[src/rtl/uart_pkg.sv]
// Shared UART definitions: transmitter state encoding, data width and line idle level.
package uart_pkg;

    localparam int   UART_DATA_BITS  = 8;
    localparam logic UART_IDLE_LEVEL = 1'b1;

    typedef enum logic [2:0] {
        IDLE   = 3'd0,
        START  = 3'd1,
        DATA   = 3'd2,
        PARITY = 3'd3,
        STOP   = 3'd4
    } uart_tx_state_t;

endpackage

[src/rtl/uart_tx_fifo.sv]
// Synchronous FIFO for the UART transmit path; power-of-two depth, pointers wrap modulo depth.
module uart_tx_fifo #(
    parameter int WIDTH = 8,
    parameter int DEPTH = 16
) (
    input  logic                     i_Clock,
    input  logic                     i_Reset,
    input  logic                     i_push,
    input  logic                     i_pop,
    input  logic [WIDTH-1:0]         i_data,
    output logic [WIDTH-1:0]         o_data,
    output logic                     o_full,
    output logic                     o_empty,
    output logic [$clog2(DEPTH):0]   o_count
);

    localparam int AW = $clog2(DEPTH);
    localparam logic [AW:0] FULL_COUNT = (AW+1)'(DEPTH);

    logic [WIDTH-1:0] r_mem [DEPTH];
    logic [AW-1:0]    r_wr_ptr;
    logic [AW-1:0]    r_rd_ptr;
    logic [AW:0]      r_count;
    logic             w_push;
    logic             w_pop;

    assign o_full  = (r_count == FULL_COUNT);
    assign o_empty = (r_count == '0);
    assign o_count = r_count;
    assign o_data  = r_mem[r_rd_ptr];
    assign w_push  = i_push && !o_full;
    assign w_pop   = i_pop && !o_empty;

    always_ff @(posedge i_Clock) begin
        if (i_Reset) begin
            r_wr_ptr <= '0;
            r_rd_ptr <= '0;
            r_count  <= '0;
        end else begin
            // NOTE: sequential state uses non-blocking assignments so every flop samples pre-edge values.
            if (w_push) r_wr_ptr <= r_wr_ptr + AW'(1);
            if (w_pop)  r_rd_ptr <= r_rd_ptr + AW'(1);
            case ({w_push, w_pop})
                2'b10:   r_count <= r_count + (AW+1)'(1);
                2'b01:   r_count <= r_count - (AW+1)'(1);
                default: r_count <= r_count;
            endcase
        end
    end

    // NOTE: storage is deliberately not reset; the pointers and count alone define which entries are valid.
    always_ff @(posedge i_Clock) begin
        if (w_push) r_mem[r_wr_ptr] <= i_data;
    end

endmodule

[src/rtl/uart_transmitter.sv]
// Buffered UART transmitter (8N1, or 8E1 when UART_TX_PARITY_EN is defined) with a transmit FIFO.
// All outputs are registered one cycle behind the frame state machine.
module uart_transmitter
    import uart_pkg::*;
#(
    parameter int CLKS_PER_BIT = 868,
    parameter int FIFO_DEPTH   = 16
) (
    input  logic                      i_Clock,
    input  logic                      i_Reset,
    input  logic                      i_Tx_DV,
    input  logic [UART_DATA_BITS-1:0] i_Tx_Byte,
    output logic                      o_Tx_Ready,
    output logic                      o_Tx_Serial,
    output logic                      o_Tx_Active,
    output logic                      o_Tx_Done
);

    localparam int CW = $clog2(CLKS_PER_BIT);
    localparam int FW = $clog2(FIFO_DEPTH);
    localparam int IW = $clog2(UART_DATA_BITS);
    localparam logic [CW-1:0] CNT_LAST     = CW'(CLKS_PER_BIT - 1);
    localparam logic [IW-1:0] BIT_LAST     = IW'(UART_DATA_BITS - 1);
    localparam logic [FW:0]   ALMOST_COUNT = (FW+1)'(FIFO_DEPTH - 1);

    uart_tx_state_t            r_state;
    logic [CW-1:0]             r_clk_cnt;
    logic [IW-1:0]             r_bit_idx;
    logic [UART_DATA_BITS-1:0] r_data;
    logic                      r_Tx_Ready;
    logic                      r_Tx_Serial;
    logic                      r_Tx_Active;
    logic                      r_Tx_Done;

    logic                      w_push;
    logic                      w_pop;
    logic                      w_bit_end;
    logic                      w_full_next;
    logic                      w_fifo_full;
    logic                      w_fifo_empty;
    logic [FW:0]               w_fifo_count;
    logic [UART_DATA_BITS-1:0] w_fifo_data;
    logic                      w_serial;
    logic                      w_active;
    logic                      w_done;

    assign w_push    = i_Tx_DV && r_Tx_Ready;
    assign w_bit_end = (r_clk_cnt == CNT_LAST);
    assign w_pop     = !w_fifo_empty && ((r_state == IDLE) || (r_state == STOP && w_bit_end));

    // Ready is registered, so it must be computed from the occupancy this edge will produce.
    assign w_full_next = !w_pop && (w_fifo_full || (w_fifo_count == ALMOST_COUNT && w_push));

    uart_tx_fifo #(
        .WIDTH (UART_DATA_BITS),
        .DEPTH (FIFO_DEPTH)
    ) u_fifo (
        .i_Clock (i_Clock),
        .i_Reset (i_Reset),
        .i_push  (w_push),
        .i_pop   (w_pop),
        .i_data  (i_Tx_Byte),
        .o_data  (w_fifo_data),
        .o_full  (w_fifo_full),
        .o_empty (w_fifo_empty),
        .o_count (w_fifo_count)
    );

    always_ff @(posedge i_Clock) begin
        if (i_Reset) begin
            r_state   <= IDLE;
            r_clk_cnt <= '0;
            r_bit_idx <= '0;
            r_data    <= '0;
        end else begin
            if (w_pop) r_data <= w_fifo_data;
            if (r_state != IDLE) r_clk_cnt <= w_bit_end ? '0 : r_clk_cnt + CW'(1);
            case (r_state)
                IDLE:  if (!w_fifo_empty) r_state <= START;
                START: if (w_bit_end) begin
                    r_state   <= DATA;
                    r_bit_idx <= '0;
                end
                DATA:  if (w_bit_end) begin
                    if (r_bit_idx == BIT_LAST) begin
`ifdef UART_TX_PARITY_EN
                        r_state <= PARITY;
`else
                        r_state <= STOP;
`endif
                    end else begin
                        r_bit_idx <= r_bit_idx + IW'(1);
                    end
                end
`ifdef UART_TX_PARITY_EN
                PARITY: if (w_bit_end) r_state <= STOP;
`endif
                STOP:  if (w_bit_end) r_state <= w_fifo_empty ? IDLE : START;
                default: r_state <= IDLE;
            endcase
        end
    end

    always_comb begin
        // NOTE: every combinational output gets a default first so no path can infer a latch.
        w_serial = UART_IDLE_LEVEL;
        w_active = 1'b1;
        w_done   = 1'b0;
        case (r_state)
            START:  w_serial = ~UART_IDLE_LEVEL;
            DATA:   w_serial = r_data[r_bit_idx];
`ifdef UART_TX_PARITY_EN
            PARITY: w_serial = ^r_data;
`endif
            STOP:   w_done   = w_bit_end;
            default: w_active = 1'b0;
        endcase
    end

    always_ff @(posedge i_Clock) begin
        if (i_Reset) begin
            r_Tx_Ready  <= 1'b1;
            r_Tx_Serial <= UART_IDLE_LEVEL;
            r_Tx_Active <= 1'b0;
            r_Tx_Done   <= 1'b0;
        end else begin
            r_Tx_Ready  <= !w_full_next;
            r_Tx_Serial <= w_serial;
            r_Tx_Active <= w_active;
            r_Tx_Done   <= w_done;
        end
    end

    assign o_Tx_Ready  = r_Tx_Ready;
    assign o_Tx_Serial = r_Tx_Serial;
    assign o_Tx_Active = r_Tx_Active;
    assign o_Tx_Done   = r_Tx_Done;

endmodule
[config.mk]
export PLATFORM = sky130hd
export DESIGN_NAME = uart_transmitter
export DESIGN_NICKNAME = d
export VERILOG_FILES = /design/src/rtl/uart_pkg.sv /design/src/rtl/uart_tx_fifo.sv /design/src/rtl/uart_transmitter.sv
export SDC_FILE = /design/constraint.sdc
export NUM_CORES = 1
export LEC_CHECK = 0
export BUFFER_PORTS_ARGS = -buffer_cell sky130_fd_sc_hd__clkbuf_2
export CAP_MARGIN = 20
export CORE_UTILIZATION = 60
export DETAILED_ROUTE_END_ITERATION = 10
export PLACE_DENSITY = 0.8
export SYNTH_ARGS = -nofsm -noshare
export SYNTH_HDL_FRONTEND = slang
export SYNTH_SLANG_ARGS = --single-unit
[constraint.sdc]
create_clock -name i_Clock -period 6.72 [get_ports i_Clock]
set_input_delay 0.672 -clock i_Clock [delete_from_list [all_inputs] [get_ports i_Clock]]
set_output_delay 0.672 -clock i_Clock [all_outputs]
set_load 0.01 [all_outputs]
==> flow_metrics.env, run 1 <==
export IMPL_outcome="finished, final reports clean"
export IMPL_fmax_mhz=283.7
export IMPL_cap_violations=0
export IMPL_grt_max_degree=47
export IMPL_syn_area_sq_mm=0.006923
export IMPL_cts_tree="built"
export IMPL_synthMuxAreaShare_pct=12.65
export IMPL_synth_top_family_by_area="multiplexers"
export IMPL_p_leak_nw=2.592
export IMPL_yosys_area_top_type_share_pct=55.52
export IMPL_cts_buffers=17
export IMPL_synth_compound_area_share_pct=4.699
export IMPL_cts_repair_resized=0
export IMPL_avgSynthCellArea_sq_um=15.08
export IMPL_place_port_buffers=14
export IMPL_wl_microns=13090
export IMPL_drc=0
export IMPL_vdd_drop_max_uv=295.5
export IMPL_ys_types=42
export IMPL_fin_crit_sh_pct=52.45
export IMPL_initial_core_util_pct=62.76
export IMPL_grt_ovfl_total=0
export IMPL_track_usage_pct=24.72
export IMPL_critPathMaxFanout=14
export IMPL_synthAdderAreaFrac_pct=2.458
export IMPL_antenna_found_initial=0
export IMPL_wl_per_cell_microns=20.91
export IMPL_ctsHoldBuffers=0
export IMPL_skew_ns=0.008755
export IMPL_postCtsSetupBuffers=0
export IMPL_hold_path_class="flop to flop"
export IMPL_critPathKind="flop to flop"
export IMPL_nets=498
export IMPL_root_buffer="clkbuf_16"
export IMPL_crit_arrival_ns=3.87
export IMPL_synthCells=459
export IMPL_tightestPinTransition_ns=0.9940
export IMPL_report_final_slew_viol_count=0
export IMPL_ys_top_cells_by_area="edfxtp_1, dfxtp_1, mux4_2, nor2_1, mux2_2"
export IMPL_gp_congestion=0.8247
export IMPL_dieArea_sq_mm=0.01197
export IMPL_grt_pass1_vias=3849
export IMPL_synth_edf_count=128
export IMPL_final_antenna_net_count=0
export IMPL_worstPathRequired_ns=7.07
export IMPL_clock_path_buffers=2
export IMPL_hold_ws_ns=0.4961
export IMPL_synthXorXnorAreaFrac_pct=2.151
export IMPL_synth_nets=483
export IMPL_pwr_density_cell_mw_per_mm2=377.6
export IMPL_ys_warn_count=0
export IMPL_setup_tns_ns=0
export IMPL_drt_iter0_markers=410
export IMPL_io_pins=15
export IMPL_grt_pass1_wl_microns=20510
export IMPL_synth_most_common_cell="edfxtp_1"
export IMPL_synthSimpleGateAreaFrac_pct=8.820
export IMPL_row_count=38
export IMPL_via_count=3848
export IMPL_ys_seq_area_share_pct=67.38
export IMPL_dpl_hpwl_microns=7877
export IMPL_clk_pin_slew_ns=0.06
export IMPL_via_per_inst=6.147
export IMPL_die_w_microns=109.4
export IMPL_synth_flop_cell="edfxtp_1"
export IMPL_final_layout_size_suffix_gt1_share_pct=21.40
export IMPL_chipHeight_microns=109.4
export IMPL_ys_ff_latch=169
export IMPL_synthTopCellsByCount="edfxtp_1, nor2_1, dfxtp_1"
export IMPL_setup_viol=0
export IMPL_cts_sinks=169
export IMPL_dr_pass1_iters=5
export IMPL_slew_headroom_pct=33.73
export IMPL_synth_area_leader_cell="edfxtp_1"
export IMPL_antennaDiodeCount=0
export IMPL_async_flop_share_pct=0
export IMPL_htreeDepth=4
export IMPL_hold_violations=0
export IMPL_coreArea_sq_mm=0.01103
export IMPL_area_delta_synth_final_pct=11.95
export IMPL_rsz0062_at_grt="false"
export IMPL_startpoint_type="flop"
export IMPL_clock_latency_ns=0.43
export IMPL_period_minus_slack_ns=3.525
export IMPL_crit_path_end_kind="flop"
export IMPL_total_power_mw=2.927
==> cells in the final DEF (no fill, tap or decap), types with 12 or more instances in the layout <==
master,netlist,layout
o22ai_1,13,13
edfxtp_1,128,128
mux2_2,16,16
a21oi_1,13,13
nor2_1,54,54
clkbuf_2,0,14
clkbuf_16,0,17
dfxtp_1,41,39
nor3_1,20,20
nand2_1,16,16
mux4_2,26,26
ha_1,12,12
==> layer usage <==
layer	wire, microns	vias to the layer above	global-route usage (%)
li1	-	1777	-
met1	5583	1932	31.62
met2	6488	110	38.90
met3	669	29	7.172
met4	348	0	12.29
met5	0	-	0
==> logic make-up after synthesis <==
| logic type | Yosys count |
|---|---|
| multiplexers | 53 |
| adder cells (fa/ha/maj) | 13 |
| XOR/XNOR | 17 |
| AND/OR/NAND/NOR | 126 |
| AO/OA/AOI/OAI | 50 |
| buffers and inverters | 31 |
| flip-flops | 169 |
==> layout make-up <==
cell class,instances,area [sq um]
timing repair buffer,20,115.1
multi-input combinational,259,2131
sequential,169,4667
clock inverter,14,210.2
clock buffer,17,425.4
tap,140,175.2
inverter,7,26.28
fill,699,3281
==> state kept, by name, summed over array words and instances (netlist names) <==
name             cells
o_Tx_Done            1
u_fifo.r_mem       128
r_clk_cnt           10
u_fifo.o_count       5
r_state              3
u_fifo.r_rd_ptr      4
u_fifo.r_wr_ptr      4
r_bit_idx            3
r_data               8
o_Tx_Serial          1
o_Tx_Active          1
o_Tx_Ready           1
==> power breakdown <==
part / switching (mW) / leakage [nW] / internal [mW] / total [mW]
registers: 0.0840 / 1.49 / 1.20 / 1.29
logic: 0.330 / 0.790 / 0.265 / 0.596
clock network: 0.412 / 0.310 / 0.631 / 1.04
==> worst max-delay path: stages (launching register included) <==
cell     delay (ns)
dfxtp_1        0.40
ha_1           0.24
nand2_1        0.11
nor4_4         0.47
o21ai_2        0.27
inv_1          0.38
ha_1           0.37
ha_1           0.32
a21o_1         0.19
a21oi_1        0.17
xor2_1         0.09
or3_1          0.31
a21oi_1        0.13
==> per-stage QoR <==
| stage | utilization (%) | setup WS (ns) | cell area, sq um | instances |
|---|---|---|---|---|
| floorplan | - | 3.777 | 6923 | 459 |
| global placement | 64.43 | 3.405 | 7107 | 594 |
| detailed placement | 64.43 | 3.278 | 7107 | 594 |
| CTS | 70.19 | 3.232 | 7742 | 625 |
| global route | 70.26 | 2.922 | 7750 | 626 |
| finish | 70.26 | 3.195 | 7750 | 626 |
==> path summary, 6_finish.rpt <==
check | startpoint | end | depth (start not counted) | slack [ns]
setup reg to reg | r_clk_cnt[0] | u_fifo.o_count[4] | 12 | 3.20
hold reg to reg | r_data[7] | r_data[7] | 2 | 0.50
setup / recovery | r_clk_cnt[0] | u_fifo.o_count[4] | 12 | 3.20
hold / removal | r_data[7] | r_data[7] | 2 | 0.50
No activity file was read; power rests on OpenSTA's default activity.
==> run 2: changes to the inputs <==
--- a/config.mk
+++ b/config.mk
@@ -5,11 +5,12 @@
 export SDC_FILE = /design/constraint.sdc
 export NUM_CORES = 1
 export LEC_CHECK = 0
+export ABC_AREA = 1
 export BUFFER_PORTS_ARGS = -buffer_cell sky130_fd_sc_hd__clkbuf_2
 export CAP_MARGIN = 20
-export CORE_UTILIZATION = 60
+export CORE_UTILIZATION = 56
 export DETAILED_ROUTE_END_ITERATION = 10
-export PLACE_DENSITY = 0.8
+export PLACE_DENSITY = 0.78
 export SYNTH_ARGS = -nofsm -noshare
 export SYNTH_HDL_FRONTEND = slang
 export SYNTH_SLANG_ARGS = --single-unit
==> constraint.sdc (replaced) <==
create_clock -name i_Clock -period 2.8 [get_ports i_Clock]
set_input_delay 0.28 -clock i_Clock [delete_from_list [all_inputs] [get_ports i_Clock]]
set_output_delay 0.28 -clock i_Clock [all_outputs]
set_load 0.01 [all_outputs]
==> flow_metrics.env, run 2 <==
export IMPL_report_final_slew_viol_count=0
export IMPL_cts_repair_resized=0
export IMPL_startpoint_type="flop"
export IMPL_die_w_microns=118.5
export IMPL_clock_path_buffers=2
export IMPL_antennaDiodeCount=0
export IMPL_skew_ns=0.008234
export IMPL_synthCells=817
export IMPL_place_port_buffers=14
export IMPL_critPathMaxFanout=13
export IMPL_row_count=42
export IMPL_initial_core_util_pct=57.43
export IMPL_htreeDepth=4
export IMPL_worstPathRequired_ns=3.11
export IMPL_wl_microns=15980
export IMPL_p_leak_nw=3.608
export IMPL_setup_tns_ns=0
export IMPL_wl_met1_microns=6773
export IMPL_route_top_layer_used="met4"
export IMPL_crit_slowest_cell="dfxtp_1"
export IMPL_ys_warn_count=0
export IMPL_synth_most_common_cell="nand2_1"
export IMPL_via_count=5402
export IMPL_critPathTopFamily="adder cells"
export IMPL_ys_top_cells_by_area="edfxtp_1, nand2_1, dfxtp_1, nand3_1, inv_1"
export IMPL_synthTopCellsByCount="nand2_1, edfxtp_1, inv_1"
export IMPL_ys_ff_latch=169
export IMPL_num_fill_cells=1055
export IMPL_cts_tree="built"
export IMPL_dpl_cell_count=998
export IMPL_cts_buffers=17
export IMPL_outcome="finished, final reports clean"
export IMPL_gp_congestion=0.8849
export IMPL_worst_r2r_setup_slack_ns=0.29
export IMPL_drt_iter0_markers=459
export IMPL_ctsHoldBuffers=0
export IMPL_avgSynthCellArea_sq_um=9.308
export IMPL_tightestPinTransition_ns=0.7372
export IMPL_period_minus_slack_ns=2.508
export IMPL_synth_flop_cell="edfxtp_1"
export IMPL_synth_area_leader_cell="edfxtp_1"
export IMPL_grt_max_degree=68
export IMPL_hold_ws_ns=0.1806
export IMPL_dieArea_sq_mm=0.01405
export IMPL_cp_cell_sequence="ha_1, nand2_1, nor2_2, nand3_2, nand2_2, nand2_4, clkinv_4, ha_1, ha_1, a21oi_1, nand2_1, xor2_1, o21ai_0, inv_1"
export IMPL_crit_arrival_ns=2.82
export IMPL_dr_pass1_iters=6
export IMPL_cts_sinks=169
export IMPL_drc=0
export IMPL_yosys_area_top_type_share_pct=50.54
export IMPL_nets=865
export IMPL_final_antenna_net_count=0
export IMPL_cap_violations=0
export IMPL_clock_latency_ns=0.42
export IMPL_ys_types=34
export IMPL_hold_path_class="primary input to flop"
export IMPL_dpl_hpwl_microns=9849
export IMPL_hold_violations=0
export IMPL_syn_area_sq_mm=0.007605
export IMPL_fmax_mhz=398.7
export IMPL_root_buffer="clkbuf_16"
export IMPL_top_regs="u_fifo.r_mem: 128 flops, r_clk_cnt: 10 flops, r_data: 8 flops"
export IMPL_slew_headroom_pct=50.86
export IMPL_grt_pass1_wl_microns=26030
export IMPL_area_delta_synth_final_pct=11.34
export IMPL_grt_ovfl_total=0
export IMPL_fin_crit_sh_pct=89.58
export IMPL_cp_common_cell="ha_1"
export IMPL_track_usage_pct=24.46
export IMPL_antenna_found_initial=0
export IMPL_via_per_inst=5.245
export IMPL_synth_nets=841
export IMPL_regMostFlops="u_fifo.r_mem"
export IMPL_final_common_cell="nand2_1"
export IMPL_io_pins=15
export IMPL_seqCellArea_sq_mm=0.004666
export IMPL_async_flop_share_pct=0
export IMPL_final_cell_mix="nand2_1, edfxtp_1, inv_1"
export IMPL_clk_pin_slew_ns=0.06
export IMPL_chipHeight_microns=118.5
export IMPL_fin_cells=1030
export IMPL_rsz0062_at_grt="false"
export IMPL_synth_edf_count=128
export IMPL_crit_path_end_kind="flop"
export IMPL_critPathBufInv=2
export IMPL_wl_met3_microns=862
export IMPL_vdd_drop_max_uv=463.0
export IMPL_grt_pass1_vias=5233
export IMPL_pwr_density_cell_mw_per_mm2=855.3
export IMPL_critPathKind="flop to flop"
export IMPL_multi_input_area_sq_mm=0.002322
export IMPL_largest_reg_flops=128
export IMPL_postCtsSetupBuffers=0
export IMPL_max_stage_delay_ns=0.37
export IMPL_setup_viol=0
export IMPL_met2WireLength_microns=7908
export IMPL_wl_per_cell_microns=15.51
export IMPL_final_layout_size_suffix_gt1_share_pct=10.19
export IMPL_ys_seq_area_share_pct=61.34
export IMPL_coreArea_sq_mm=0.01324
==> run 2: changes by cell type after synthesis, moves of 11 or more <==
cell	previous run	this run
nand2_1	16	250
inv_1	7	116
nand3_1	6	102
mux4_2	26	0
mux2_2	16	0
nor3_1	20	4
buf_2	6	19
o22ai_1	13	0
mux2i_1	11	0
==> run 2: per-stage QoR <==
step / cell area (sq um) / power (mW) / setup WS [ns] / util, %
after CTS: 8467 / 7.253 / 0.3038 / 63.94
after global placement: 7915 / 5.043 / 0.4417 / 59.77
after global routing: 8467 / 7.630 / 0.05927 / 63.94
after floorplan: 7605 / 4.593 / 0.4941 / -
final: 8467 / 7.242 / 0.2917 / 63.94
after detailed placement: 7915 / 5.086 / 0.3436 / 59.77
==> run 2: cell families after synthesis <==
| group | after synthesis | synth area share [%] |
|---|---|---|
| AO/OA/AOI/OAI | 52 | 4.014 |
| XOR/XNOR | 8 | 0.9214 |
| buffers and inverters | 151 | 8.128 |
| AND/OR/NAND/NOR | 424 | 23.36 |
| adder cells (fa/ha/maj) | 13 | 2.238 |
| flip-flops | 169 | 61.34 |
==> run 2: worst paths after layout <==
kind / from / cells after the start / to
worst max register to register: r_clk_cnt[0] / 14 / u_fifo.o_count[3]
worst max-delay path: r_clk_cnt[0] / 14 / u_fifo.o_count[3]
worst min register to register: r_clk_cnt[0] / 2 / r_clk_cnt[0]
worst min-delay path: i_Tx_DV / 4 / o_Tx_Ready
==> run 2: layer usage <==
metal | up-vias | GRT usage, %
met5 | - | 0
met4 | 0 | 11.63
met3 | 33 | 4.633
met2 | 157 | 40.68
met1 | 2523 | 30.88
li1 | 2689 | -
==> run 2: layout make-up <==
class | instances | share of cell area, %
clock inverters | 15 | 1.493
clock buffers | 17 | 5.024
repair buffers | 37 | 3.015
flip-flops and latches | 169 | 55.11
well taps | 176 | 2.601
inverters | 119 | 5.335
multi-input cells | 497 | 27.43
==> run 2: report_power, final <==
group	switching, mW	internal [mW]
clock network	0.955	1.22
registers	0.0928	2.88
logic	1.44	0.660
total	2.49	4.76
==> run 2: worst reg2reg max path: stages, from the launching register on <==
cell	delay (ns)
dfxtp_1	0.37
ha_1	0.23
nand2_1	0.08
nor2_2	0.13
nand3_2	0.14
nand2_2	0.10
nand2_4	0.06
clkinv_4	0.10
ha_1	0.31
ha_1	0.32
a21oi_1	0.14
nand2_1	0.08
xor2_1	0.14
o21ai_0	0.16
inv_1	0.05
==> run 3: changes to the inputs <==
--- a/config.mk
+++ b/config.mk
@@ -6,10 +6,10 @@
 export NUM_CORES = 1
 export LEC_CHECK = 0
 export ABC_AREA = 1
-export BUFFER_PORTS_ARGS = -buffer_cell sky130_fd_sc_hd__clkbuf_2
 export CAP_MARGIN = 20
-export CORE_UTILIZATION = 56
+export CORE_UTILIZATION = 57
 export DETAILED_ROUTE_END_ITERATION = 10
+export DONT_BUFFER_PORTS = 1
 export PLACE_DENSITY = 0.78
 export SYNTH_ARGS = -nofsm -noshare
 export SYNTH_HDL_FRONTEND = slang
==> flow_metrics.env, run 3 (synthesis results as in run 2) <==
export IMPL_outcome="finished, final reports clean"
export IMPL_largest_reg_flops=128
export IMPL_report_final_slew_viol_count=0
export IMPL_place_port_buffers=0
export IMPL_vdd_drop_max_uv=532.3
export IMPL_root_buffer="clkbuf_16"
export IMPL_pwr_share_seq_pct=40.4
export IMPL_hold_violations=0
export IMPL_cp_cell_sequence="ha_1, nand2_1, nor2_2, nand3_2, nand2_2, nand2_4, clkinv_4, ha_4, fa_1, a21oi_1, nor2_1, nor2_1, nand2_1, nand2_1, nand2_1, a21oi_1"
export IMPL_dieArea_sq_mm=0.01381
export IMPL_htreeDepth=4
export IMPL_wl_microns=15880
export IMPL_crit_path_end_kind="flop"
export IMPL_fin_crit_sh_pct=93.35
export IMPL_drt_iter0_markers=444
export IMPL_worstPathRequired_ns=3.13
export IMPL_final_layout_size_suffix_gt1_share_pct=7.091
export IMPL_power_switching_mw=2.504
export IMPL_coreArea_sq_mm=0.01282
export IMPL_track_usage_pct=24.28
export IMPL_period_minus_slack_ns=2.614
export IMPL_cp_common_cell="nand2_1"
export IMPL_dpl_cell_count=963
export IMPL_internal_power_mw=4.888
export IMPL_startpoint="r_clk_cnt[0]"
export IMPL_fmax_mhz=382.6
export IMPL_critPathBufInv=1
export IMPL_cts_sinks=169
export IMPL_gp_congestion=0.8850
export IMPL_top_regs="u_fifo.r_mem: 128 flops, r_clk_cnt: 10 flops, r_data: 8 flops"
export IMPL_startpoint_type="flop"
export IMPL_cts_buffers=17
export IMPL_area_delta_synth_final_pct=10.50
export IMPL_rsz0062_at_grt="false"
export IMPL_r2r_cells=16
export IMPL_cts_tree="built"
export IMPL_cap_violations=0
export IMPL_dpl_cell_area_sq_mm=0.007700
export IMPL_grt_max_degree=68
export IMPL_initial_core_util_pct=59.30
export IMPL_chipHeight_microns=117.5
export IMPL_row_count=41
export IMPL_regMostFlops="u_fifo.r_mem"
export IMPL_reg2reg_to="u_fifo.o_count[4]"
export IMPL_critPathTopFamily="adder cells"
export IMPL_p_leak_nw=3.510
export IMPL_setup_worst_path_end="u_fifo.o_count[4]"
export IMPL_worst_r2r_setup_slack_ns=0.19
export IMPL_antenna_found_initial=1
export IMPL_critPathMaxFanout=15
export IMPL_final_area_sq_mm=0.008403
export IMPL_clkPwrFrac_pct=31.7
export IMPL_crit_cells=16
export IMPL_hold_path_class="primary input to flop"
export IMPL_setup_tns_ns=0
export IMPL_max_stage_delay_ns=0.40
export IMPL_io_pins=15
export IMPL_drc=0
export IMPL_power_frac_comb_pct=27.9
export IMPL_dr_pass1_iters=5
export IMPL_clock_latency_ns=0.42
export IMPL_die_w_microns=117.5
export IMPL_grt_pass1_vias=5224
export IMPL_grt_pass1_wl_microns=25830
export IMPL_crit_arrival_ns=2.94
export IMPL_clock_path_buffers=2
export IMPL_nets=843
export IMPL_skew_ns=0.005673
export IMPL_clk_pin_slew_ns=0.06
export IMPL_dpl_hpwl_microns=9927
export IMPL_via_count=5371
export IMPL_critPathKind="flop to flop"
export IMPL_final_common_cell="nand2_1"
export IMPL_final_antenna_net_count=0
export IMPL_wl_per_cell_microns=15.80
export IMPL_fin_cells=1005
export IMPL_reg2reg_from="r_clk_cnt[0]"
export IMPL_pwr_density_cell_mw_per_mm2=879.6
export IMPL_setup_viol=0
export IMPL_final_cell_mix="nand2_1, edfxtp_1, inv_1"
export IMPL_via_per_inst=5.344
export IMPL_tightestPinTransition_ns=1.067
export IMPL_grt_ovfl_total=0
export IMPL_p_sw_share_pct=33.87
export IMPL_crit_slowest_cell="fa_1"
export IMPL_slew_headroom_pct=28.80
[run 3: changes by cell type in the layout (fill, tap and decap cells not counted), sizes merged]
cell / before / now
buf: 23 / 6
clkbuf: 31 / 20
dlygate4sd3: 0 / 9
clkinv: 10 / 4
bufinv: 1 / 2
clkinvlp: 3 / 4
diode: 0 / 1
inv: 120 / 121
[run 3: worst min-delay path by stage]
stage                      start            endpoint  slack (ns)  cells past startpoint
floorplan           i_Tx_Byte[0]  u_fifo.r_mem[0][0]        0.38                      0
global placement         i_Reset  u_fifo.r_rd_ptr[3]        0.35                      1
detailed placement       i_Reset  u_fifo.r_rd_ptr[2]        0.35                      1
CTS                      i_Reset           r_data[7]       0.001                      3
global route             i_Reset           r_data[0]       0.006                      3
finish                   i_Reset           r_data[7]       0.009                      3
[run 3: area by class of cell]
cell class                 count  area, sq um
clock inverter                12        141.4
fill                         960         4422
inverter                     119        451.7
timing repair buffer          15        135.1
tap                          172        215.2
clock buffer                  20        456.7
sequential                   169         4666
antenna                        1        2.502
multi-input combinational    497         2335
[run 3: layer usage]
metal	GRT usage, %	wire (microns)	up-vias
met5	0	0	-
met4	12.02	469	0
met3	4.264	1171	38
met2	38.72	7622	218
met1	32.24	6618	2470
li1	-	-	2645
[run 3: worst register-to-register path, stage by stage (launching register included)]
cell and delay [ns]:
dfxtp_1 0.32, ha_1 0.24, nand2_1 0.10, nor2_2 0.05
nand3_2 0.11, nand2_2 0.07, nand2_4 0.18, clkinv_4 0.16
ha_4 0.22, fa_1 0.40, a21oi_1 0.18, nor2_1 0.07
nor2_1 0.09, nand2_1 0.05, nand2_1 0.06, nand2_1 0.06
a21oi_1 0.17
[run 3: timing repair]
item                                    in CTS  in global routing
endpoints found under the hold margin      146                  0
endpoints found under the setup margin       0                  2
setup buffers                                0                  0
hold buffers                                 9                  0
resized for setup                            0                  2
[run 3: through the flow]
stage	power, mW	util (%)	hold slack (ns)	setup WS [ns]
floorplan	4.593	-	0.3789	0.4941
global placement	4.896	60.04	0.3497	0.2952
detailed placement	4.958	60.04	0.3499	0.2051
CTS	7.344	65.40	0.001004	0.1590
global route	7.788	65.52	0.005527	0.001993
finish	7.391	65.52	0.008698	0.1863
[run 3: power by group through the flow]
stage	clock [mW]	sequential (mW)	combinational [mW]
after floorplan	0	3.01	1.58
after CTS	2.37	2.98	2.00
final	2.34	2.98	2.06
after detailed placement	0	3.03	1.92
after global placement	0	3.02	1.87
after global routing	2.48	3.00	2.31
